## src/rtl/rom_boot_copier_pkg.sv

```systemverilog
// Shared definitions for the ROM boot copier: FSM state encodings, the
// header length field bounds and the length clamp helper.
package boot_copier_defs;

  // FSM state encodings (3-bit, legacy-compatible constants)
  localparam logic [2:0] ST_IDLE  = 3'd0;
  localparam logic [2:0] ST_HDR   = 3'd1;
  localparam logic [2:0] ST_COPY  = 3'd2;
  localparam logic [2:0] ST_DRAIN = 3'd3;
  localparam logic [2:0] ST_DONE  = 3'd4;

  // Word-count field inside the header word
  localparam int LEN_MSB = 15;
  localparam int LEN_LSB = 0;

  // Byte distance between consecutive 32-bit words
  localparam logic [15:0] WORD_STEP = 16'd4;

  // Limit a raw header word count to the configured maximum payload
  function automatic logic [15:0] clamp_len(input logic [15:0] raw,
                                            input logic [15:0] max_words);
    logic [15:0] result;
    if (raw > max_words) begin
      result = max_words;
    end else begin
      result = raw;
    end
    return result;
  endfunction

endpackage

```

## src/rtl/rom_boot_copier_word_addr_counter.sv

```systemverilog
// Loadable 16-bit byte-address counter stepping by one 32-bit word,
// with a companion word index counting steps since the last load.
// Address arithmetic wraps modulo 2^16.
module word_addr_counter
  import boot_copier_defs::*;
#(
  parameter logic [15:0] RESET_ADDR = 16'h0000
) (
  input  logic        clk,
  input  logic        reset,
  input  logic        load,
  input  logic [15:0] load_addr,
  input  logic        step,
  output logic [15:0] addr,
  output logic [15:0] index
);

  // Address/index register: load wins over step, reset wins over both
  always_ff @(posedge clk) begin
    if (reset) begin
      addr  <= RESET_ADDR;
      index <= 16'd0;
    end else if (load) begin
      addr  <= load_addr;
      index <= 16'd0;
    end else if (step) begin
      addr  <= addr + WORD_STEP;
      index <= index + 16'd1;
    end
  end

endmodule

```

## src/rtl/rom_boot_copier.sv

```systemverilog
// Boot image copier: reads a length header from boot ROM, streams the
// payload words into data RAM at one word per cycle, then releases the
// CPU from reset. All outputs come straight from flops.
module rom_boot_copier
  import boot_copier_defs::*;
#(
  parameter logic [15:0] SRC_BASE  = 16'h0040,
  parameter logic [15:0] DST_BASE  = 16'h0000,
  parameter logic [15:0] MAX_WORDS = 16'd1024
) (
  input  logic        clk,
  input  logic        reset,
  input  logic        start,
  output logic [15:0] rom_address,
  input  logic [31:0] rom_data,
  output logic [15:0] ram_address,
  output logic [31:0] ram_data,
  output logic        ram_write,
  output logic        busy,
  output logic        done,
  output logic        clamped,
  output logic        cpu_hold
);

  logic [2:0]  state;
  logic [2:0]  state_next;
  logic [15:0] len;
  logic [15:0] hdr_len;
  logic [15:0] hdr_len_clamped;
  logic        take_start;
  logic        last_word;
  logic        write_ok;

  logic        src_load;
  logic [15:0] src_load_addr;
  logic        src_step;
  logic [15:0] src_addr;
  logic [15:0] src_index;

  logic        dst_load;
  logic        dst_step;
  logic [15:0] dst_addr;
  logic [15:0] dst_index;

  assign hdr_len         = rom_data[LEN_MSB:LEN_LSB];
  assign hdr_len_clamped = clamp_len(hdr_len, MAX_WORDS);
  assign take_start      = start && ((state == ST_IDLE) || (state == ST_DONE));
  // src_index counts words fetched in COPY; the last fetch ends the burst
  assign last_word       = (src_index == (len - 16'd1));
  // dst_index counts words written; never write past the latched length
  assign write_ok        = (dst_index < len);

  // The source counter register is the registered ROM address
  assign rom_address = src_addr;

  // ROM read pointer: header address on start, first payload word after HDR
  word_addr_counter #(
    .RESET_ADDR (SRC_BASE)
  ) u_src_counter (
    .clk       (clk),
    .reset     (reset),
    .load      (src_load),
    .load_addr (src_load_addr),
    .step      (src_step),
    .addr      (src_addr),
    .index     (src_index)
  );

  // RAM write pointer: restarts at DST_BASE for every copy
  word_addr_counter #(
    .RESET_ADDR (DST_BASE)
  ) u_dst_counter (
    .clk       (clk),
    .reset     (reset),
    .load      (dst_load),
    .load_addr (DST_BASE),
    .step      (dst_step),
    .addr      (dst_addr),
    .index     (dst_index)
  );

  // Counter control decoded from the current state
  always_comb begin
    src_load      = 1'b0;
    src_load_addr = SRC_BASE;
    src_step      = 1'b0;
    dst_load      = 1'b0;
    dst_step      = 1'b0;
    case (state)
      ST_IDLE, ST_DONE: begin
        if (take_start) begin
          src_load      = 1'b1;
          src_load_addr = SRC_BASE;
        end else begin
          src_load      = 1'b0;
        end
      end
      ST_HDR: begin
        dst_load = 1'b1;
        if (hdr_len_clamped != 16'd0) begin
          src_load      = 1'b1;
          src_load_addr = SRC_BASE + WORD_STEP;
        end else begin
          src_load      = 1'b0;
        end
      end
      ST_COPY: begin
        src_step = 1'b1;
        dst_step = 1'b1;
      end
      default: begin
        src_load = 1'b0;
        dst_load = 1'b0;
      end
    endcase
  end

  // Next-state decode; start is only honoured when idle or finished
  always_comb begin
    state_next = state;
    case (state)
      ST_IDLE: begin
        if (start) begin
          state_next = ST_HDR;
        end else begin
          state_next = ST_IDLE;
        end
      end
      ST_HDR: begin
        if (hdr_len_clamped == 16'd0) begin
          state_next = ST_DONE;
        end else begin
          state_next = ST_COPY;
        end
      end
      ST_COPY: begin
        if (last_word) begin
          state_next = ST_DRAIN;
        end else begin
          state_next = ST_COPY;
        end
      end
      ST_DRAIN: begin
        state_next = ST_DONE;
      end
      ST_DONE: begin
        if (start) begin
          state_next = ST_HDR;
        end else begin
          state_next = ST_DONE;
        end
      end
      default: begin
        state_next = ST_IDLE;
      end
    endcase
  end

  // State register and busy flag (busy tracks HDR/COPY of the new state)
  always_ff @(posedge clk) begin
    if (reset) begin
      state <= ST_IDLE;
      busy  <= 1'b0;
    end else begin
      state <= state_next;
      busy  <= (state_next == ST_HDR) || (state_next == ST_COPY);
    end
  end

  // Latched payload length and the sticky clamp flag
  always_ff @(posedge clk) begin
    if (reset) begin
      len     <= 16'd0;
      clamped <= 1'b0;
    end else if (state == ST_HDR) begin
      len <= hdr_len_clamped;
      if (hdr_len > MAX_WORDS) begin
        clamped <= 1'b1;
      end
    end else if (take_start) begin
      clamped <= 1'b0;
    end
  end

  // RAM write port: one strobe per COPY cycle, dropped at the DRAIN exit
  always_ff @(posedge clk) begin
    if (reset) begin
      ram_address <= DST_BASE;
      ram_data    <= 32'd0;
      ram_write   <= 1'b0;
    end else if (state == ST_COPY) begin
      ram_address <= dst_addr;
      ram_data    <= rom_data;
      ram_write   <= write_ok;
    end else begin
      ram_write   <= 1'b0;
    end
  end

  // Completion flag and CPU hold: done is cleared by a new start,
  // cpu_hold only returns high through reset
  always_ff @(posedge clk) begin
    if (reset) begin
      done     <= 1'b0;
      cpu_hold <= 1'b1;
    end else begin
      if (take_start) begin
        done <= 1'b0;
      end else if (state == ST_DONE) begin
        done <= 1'b1;
      end
      if (state == ST_DONE) begin
        cpu_hold <= 1'b0;
      end
    end
  end

endmodule
```

## config.mk

```make
export PLATFORM = sky130hd
export DESIGN_NAME = rom_boot_copier
export DESIGN_NICKNAME = d
export VERILOG_FILES = /design/src/rtl/rom_boot_copier_pkg.sv /design/src/rtl/rom_boot_copier_word_addr_counter.sv /design/src/rtl/rom_boot_copier.sv
export SDC_FILE = /design/constraint.sdc
export NUM_CORES = 1
export LEC_CHECK = 0
export CAP_MARGIN = 20
export CELL_PAD_IN_SITES_DETAIL_PLACEMENT = 1
export CELL_PAD_IN_SITES_GLOBAL_PLACEMENT = 1
export CORE_ASPECT_RATIO = 0.9
export CORE_MARGIN = 5
export CORE_UTILIZATION = 25
export CTS_CLUSTER_DIAMETER = 80
export DETAILED_ROUTE_END_ITERATION = 10
export PLACE_DENSITY_LB_ADDON = 0.1
export SETUP_SLACK_MARGIN = 0.3
export SLEW_MARGIN = 20
export SYNTH_ARGS = -nofsm -noshare
export SYNTH_HDL_FRONTEND = slang
export SYNTH_HIERARCHICAL = 1
export SYNTH_SLANG_ARGS = --single-unit
```

## constraint.sdc

```tcl
create_clock -name clk -period 6.9 [get_ports clk]
set_clock_uncertainty 0.1 [all_clocks]
set_input_delay 1.035 -clock clk [delete_from_list [all_inputs] [get_ports clk]]
set_output_delay 1.035 -clock clk [all_outputs]
set_load 0.005 [all_outputs]
```

# == Word-level counts from Yosys, hierarchy flattened ==
# Index checks and enable logic that the tools add are counted.
# totals
register_bits,136
wordCells,61
# classes
n_addsub,5
order_cmp,2
n_eq_ne,8
muxes,18
bitwise,1
n_reduce_logical,14
# op_table
op,count
$mux 16,3
$add 16x1->16 const B,2
$add 16x3->16 const B,2
$eq 16x16->1,1
$gt 16x11->1 const B,1
$logic_not 16->1,1
$lt 16x16->1,1
$reduce_bool 16->1,1
$sub 16x1->16 const B,1
$pmux 3 s5,1
$mux 3,4
$reduce_or 2->1,5
$eq 3x2->1 const B,3
$mux 1,9
$eq 3x1->1 const B,2
$reduce_bool 2->1,2
$eq 3x3->1 const B,1
$logic_not 3->1,1
$logic_or 1x1->1,2
$ne 2x2->1 const B,1
$pmux 1 s2,1
$reduce_and 2->1,1
$logic_and 1x1->1,1
$not 1->1,1

# == Logic depth before layout (Yosys ltp) ==
# depth
depth_word,7
ltp_mapped,10
ltp_nobuf,8

# == Cells and area by module ==
# The synthesis kept the hierarchy.
# modules_own_cells
mod,instances,cells_each,area_each_um2
rom_boot_copier,1,429,3379.5
word_addr_counter (u_src_counter),1,176,1556.5
word_addr_counter (u_dst_counter),1,176,1510.2

# == Least setup slack after synthesis ==
# No wires, ideal clock.
# synth_timing
path_type,input -> register
start,in rom_data[4]
end,reg u_src_counter.index[10]
arrival_ps,2663
required_ps,6736
setup_slack_ps,4073
path_stages,9
n_path_buf,3
cell_sequence,nor4_1 -> nand3_1 -> nor3_1 -> o21ai_1 -> buf_2 -> or2_2 -> clkbuf_1 -> buf_2 -> nor2_1
# synth_via
elab_chain_len,6
# synth_rtl
element,line_no,source
"start, declared",rom_boot_copier.sv:15,"input logic [31:0] rom_data,"
$gt 16x11->1,rom_boot_copier_pkg.sv:23,if (raw > max_words) begin
$mux 16 *,rom_boot_copier_pkg.sv:23,
$reduce_bool 16->1 *,rom_boot_copier.sv:100,if (hdr_len_clamped != 16'd0) begin
$mux 1 *,rom_boot_copier.sv:100,
$pmux 1 s2 *,rom_boot_copier.sv:89,case (state)
named net src_load,rom_boot_copier.sv:34,logic src_load;
$reduce_or 2->1 (no line) *,n/a,
"end signal, assigned",rom_boot_copier_word_addr_counter.sv:28,index <= index + 16'd1;
"end, declared",rom_boot_copier_word_addr_counter.sv:15,output logic [15:0] index
# The timed path passes the listed nets; every way through them passes the cells marked *.
# A chain may end at the register's enable or synchronous reset.

# == Worst setup path in the final report ==
# layout_timing
start,in rom_data[4]
end,reg u_src_counter.addr[14]
# layout_via
elab_chain_len,6
word_cells_on_any_way,7
classes_between,order compare (1); mux (4); reduce/logical (2)
# layout_rtl
element,line_no,source
$gt 16x11->1,rom_boot_copier_pkg.sv:23,
$mux 16 *,rom_boot_copier_pkg.sv:23,
$reduce_bool 16->1 *,rom_boot_copier.sv:100,
$mux 1 *,rom_boot_copier.sv:100,
$pmux 1 s2 *,rom_boot_copier.sv:89,
named net src_load,rom_boot_copier.sv:34,
$mux 16 / $reduce_bool 2->1 (equally long branches),n/a,
"end signal, assigned",rom_boot_copier_word_addr_counter.sv:24,addr <= load_addr;
"end signal, assigned",rom_boot_copier_word_addr_counter.sv:27,addr <= addr + WORD_STEP;
"end, declared",rom_boot_copier_word_addr_counter.sv:14,"output logic [15:0] addr,"
# Marks and branches as above.

==> impl_results.md <==
- I/O Buffers: 103
- PD cells: 243 nW/um^2
- Final ANT Viol Nets: 0
- Number of placement rows: 55
- Layout cells sized above 1: 6.61%
- Hold Buf Count CTS: 0
- Initial core utilization: 25.5%
- # Max-Cap Violations: 0
- Leak: 0.00286 uW
- CTS Sinks: 136
- Total track usage: 14.4%
- Die W: 179 um
- DRC Markers: 0
- TNS Setup: 0 ns
- CP arrival: 4.07 ns
- Number of global-route vias before repair: 5,773
- Area Overhead vs Synth: 32.3%
- Final #Nets: 950
- Die Area: 29,100 um^2
- H-tree depth: 4
- Global-route wire length before repair: 33.1 mm
- Post-CTS Repair Setup Buffers: 0
- Clock latency on the worst-skew pair: 0.43 ns
- Core Box Area: 25,300 um^2
- Aggregate global routing overflow: 0
- VDD IR max: 0.145 mV
- Routability cong.: 0.714
- Initial DRT Pass Iterations: 4
- Largest net degree at the start of global routing: 60
- Critical setup path kind: in2reg
- Vias: 5,657
- Clock transition at path regs: 0.06 ns
- CTS root buffer: clkbuf_16
- Fin crit period: 3.84 ns
- Post-cts resize count: 0
- Wirelength per Cell: 16.4 um
- Yosys reg bits: 136
- Avg Inst Size Synth: 8.25 um^2
- Placed cells: 1,218
- Syn Std Cell Area: 6450 um^2
- Cells after Synth: 781
- Max Fanout on Critical Path: 22
- CTS Buf Count: 17
- Fin. Hold Viols: 0
- Fmax: 260 MHz
- Initial antenna violation count: 0
- # setup viols final: 0
- Tightest Pin Transition: 0.844 ns
- Ports: 104
- Hpwl dp: 14.6 mm
- RSZ-0062 raised after global routing: no
- Synth warn: 6
- Run status: finished, final reports clean
- CTS max path bufs: 2
- Worst Setup Start Kind: primary input
- Vias per cell: 4.52
- First DRT Iteration DRCs: 193
- Netlist cell types: 47
- Die Y: 162 um
- Max Slew Vio Count: 0
- Worst slew margin: 43.7%
- CP Capture Type: register
- Sequential-to-total area share from yosys stat: 42.2%
- Final WL: 20.6 mm
- Critical Path RT: 7.13 ns
- CTS tree: done
- Worst min path class: reg2reg
- Final worst path period share: 55.7%
- Fin cells: 1,251
-- registers in the layout (all words and copies together), names as in the netlist --
| register | cells |
|---|---|
| u_src_counter/addr | 16 |
| done | 1 |
| u_dst_counter/index | 16 |
| state | 3 |
| ram_address | 16 |
| ram_write | 1 |
| len | 16 |
| u_src_counter/index | 16 |
| ram_data | 32 |
| clamped | 1 |
| busy | 1 |
| u_dst_counter/addr | 16 |
| cpu_hold | 1 |
-- Yosys cell counts (all sizes together) --
library cell    n  area [um^2]
nand4          35          255
o211ai          1         7.51
dfxtp         136         2720
o21ai          12         60.1
and3            2         12.5
a311oi          4         35.0
nor2           71          267
or3             9         56.3
mux2i          10          100
nand3b          1         7.51
a21o            6         45.0
o21bai          2         15.0
nor4b           1         15.0
or2             2         12.5
clkbuf         29          109
inv            29          109
nand2b          3         18.8
xor2           17          149
a31oi           2         12.5
a211oi         18          145
buf            11         63.8
ha             20          250
a21oi          80          400
o32a            1         10.0
xnor2          55          482
mux2            1         11.3
conb            2         7.51
nor4           20          214
nand3          21          105
nor3b           1         7.51
o2111ai         1         15.0
nand2         141          529
nor3           34          175
o2bb2ai         1         8.76
o22ai           1         6.26
nor2b           1         6.26
-- placed cells by master (no fill, tap or decap), drive strengths merged, types with 3 or more instances in the layout --
cell type	n
inv	31
a21o	6
a311oi	4
nand2b	3
nand2	141
nor3	34
conb	31
ha	20
or3	9
nor2	71
clkdlybuf4s50	102
buf	4
a211oi	18
o21ai	12
nand3	21
dfxtp	136
mux2i	10
bufinv	4
a21oi	80
clkbuf	23
nor4	20
xor2	17
xnor2	55
nand4	35
-- worst paths after layout --
| path | startpoint | end | slack, ns | cells after the start |
|---|---|---|---|---|
| worst max-delay path | rom_data[4] | u_src_counter/addr[14]$_SDFFE_PP0N_ | 3.06 | 8 |
| worst min-delay path | u_dst_counter/addr[1]$_SDFFE_PP0P_ | ram_address[1]$_SDFFE_PP0P_ | 0.35 | 2 |
| worst max register to register | state[2]$_SDFF_PP0_ | u_dst_counter/index[12]$_SDFFE_PP0P_ | 3.71 | 7 |
| worst min register to register | u_dst_counter/addr[1]$_SDFFE_PP0P_ | ram_address[1]$_SDFFE_PP0P_ | 0.35 | 2 |
-- per-layer routing --
| layer | part of all wire [%] | vias up | routed length [um] | GRT usage (%) |
|---|---|---|---|---|
| li1 | - | 2881 | - | - |
| met1 | 49 | 2703 | 10000 | 20.0 |
| met2 | 46 | 59 | 9490 | 22.5 |
| met3 | 4.1 | 14 | 852 | 3.51 |
| met4 | 0.92 | 0 | 190 | 3.74 |
| met5 | 0 | - | 0 | 0 |
-- per-stage QoR --
step / area [um^2] / setup slack, ns / hold slack, ns / util, % / total power, uW
2_1_floorplan: 6560 / 4.07 / 0.331 / - / 962
3_3_place_gp: 7860 / 2.68 / 0.343 / 31.1 / 1060
3_5_place_dp: 7860 / 2.62 / 0.346 / 31.1 / 1060
4_1_cts: 8530 / 3.05 / 0.356 / 33.8 / 2110
5_1_grt: 8530 / 2.80 / 0.373 / 33.8 / 2160
6_report: 8530 / 3.06 / 0.349 / 33.8 / 2070
-- worst max-delay path, cell delays in order --
cell and delay [ns]:
clkdlybuf4s50_1 0.44, nor4_1 0.60, nand3_1 0.19, nor3_1 0.43
o21ai_1 0.35, inv_1 0.63, nor2_1 0.11, a211oi_1 0.27
-- logic make-up (layout without fill, tap and decap cells) --
logic type | after synthesis | count (layout) | share of synthesized area (%)
XOR/XNOR | 72 | 72 | 9.78
buffers and inverters | 69 | 167 | 4.37
other | 2 | 32 | 0.117
AND/OR/NAND/NOR | 342 | 342 | 26.1
AO/OA/AOI/OAI | 129 | 129 | 11.8
multiplexers | 11 | 11 | 1.73
flip-flops | 136 | 136 | 42.2
adder cells (fa/ha/maj) | 20 | 20 | 3.88
-- where the power goes --
group	internal, uW	leakage, uW	switching [uW]
Clock	666	0.000326	364
Combinational	90.0	0.00143	103
Sequential	815	0.00110	32.5
-- area by class of cell --
cell class | instances | area [um^2]
Sequential cell | 136 | 2720
Fill cell | 2975 | 16700
Timing Repair Buffer | 106 | 1050
Clock buffer | 23 | 508
Multi-Input combinational cell | 605 | 3550
Inverter | 29 | 109
Clock inverter | 9 | 159
Tap cell | 342 | 428
Antenna cell | 1 | 2.50
Note: power is estimated with default switching activity, not from simulation.
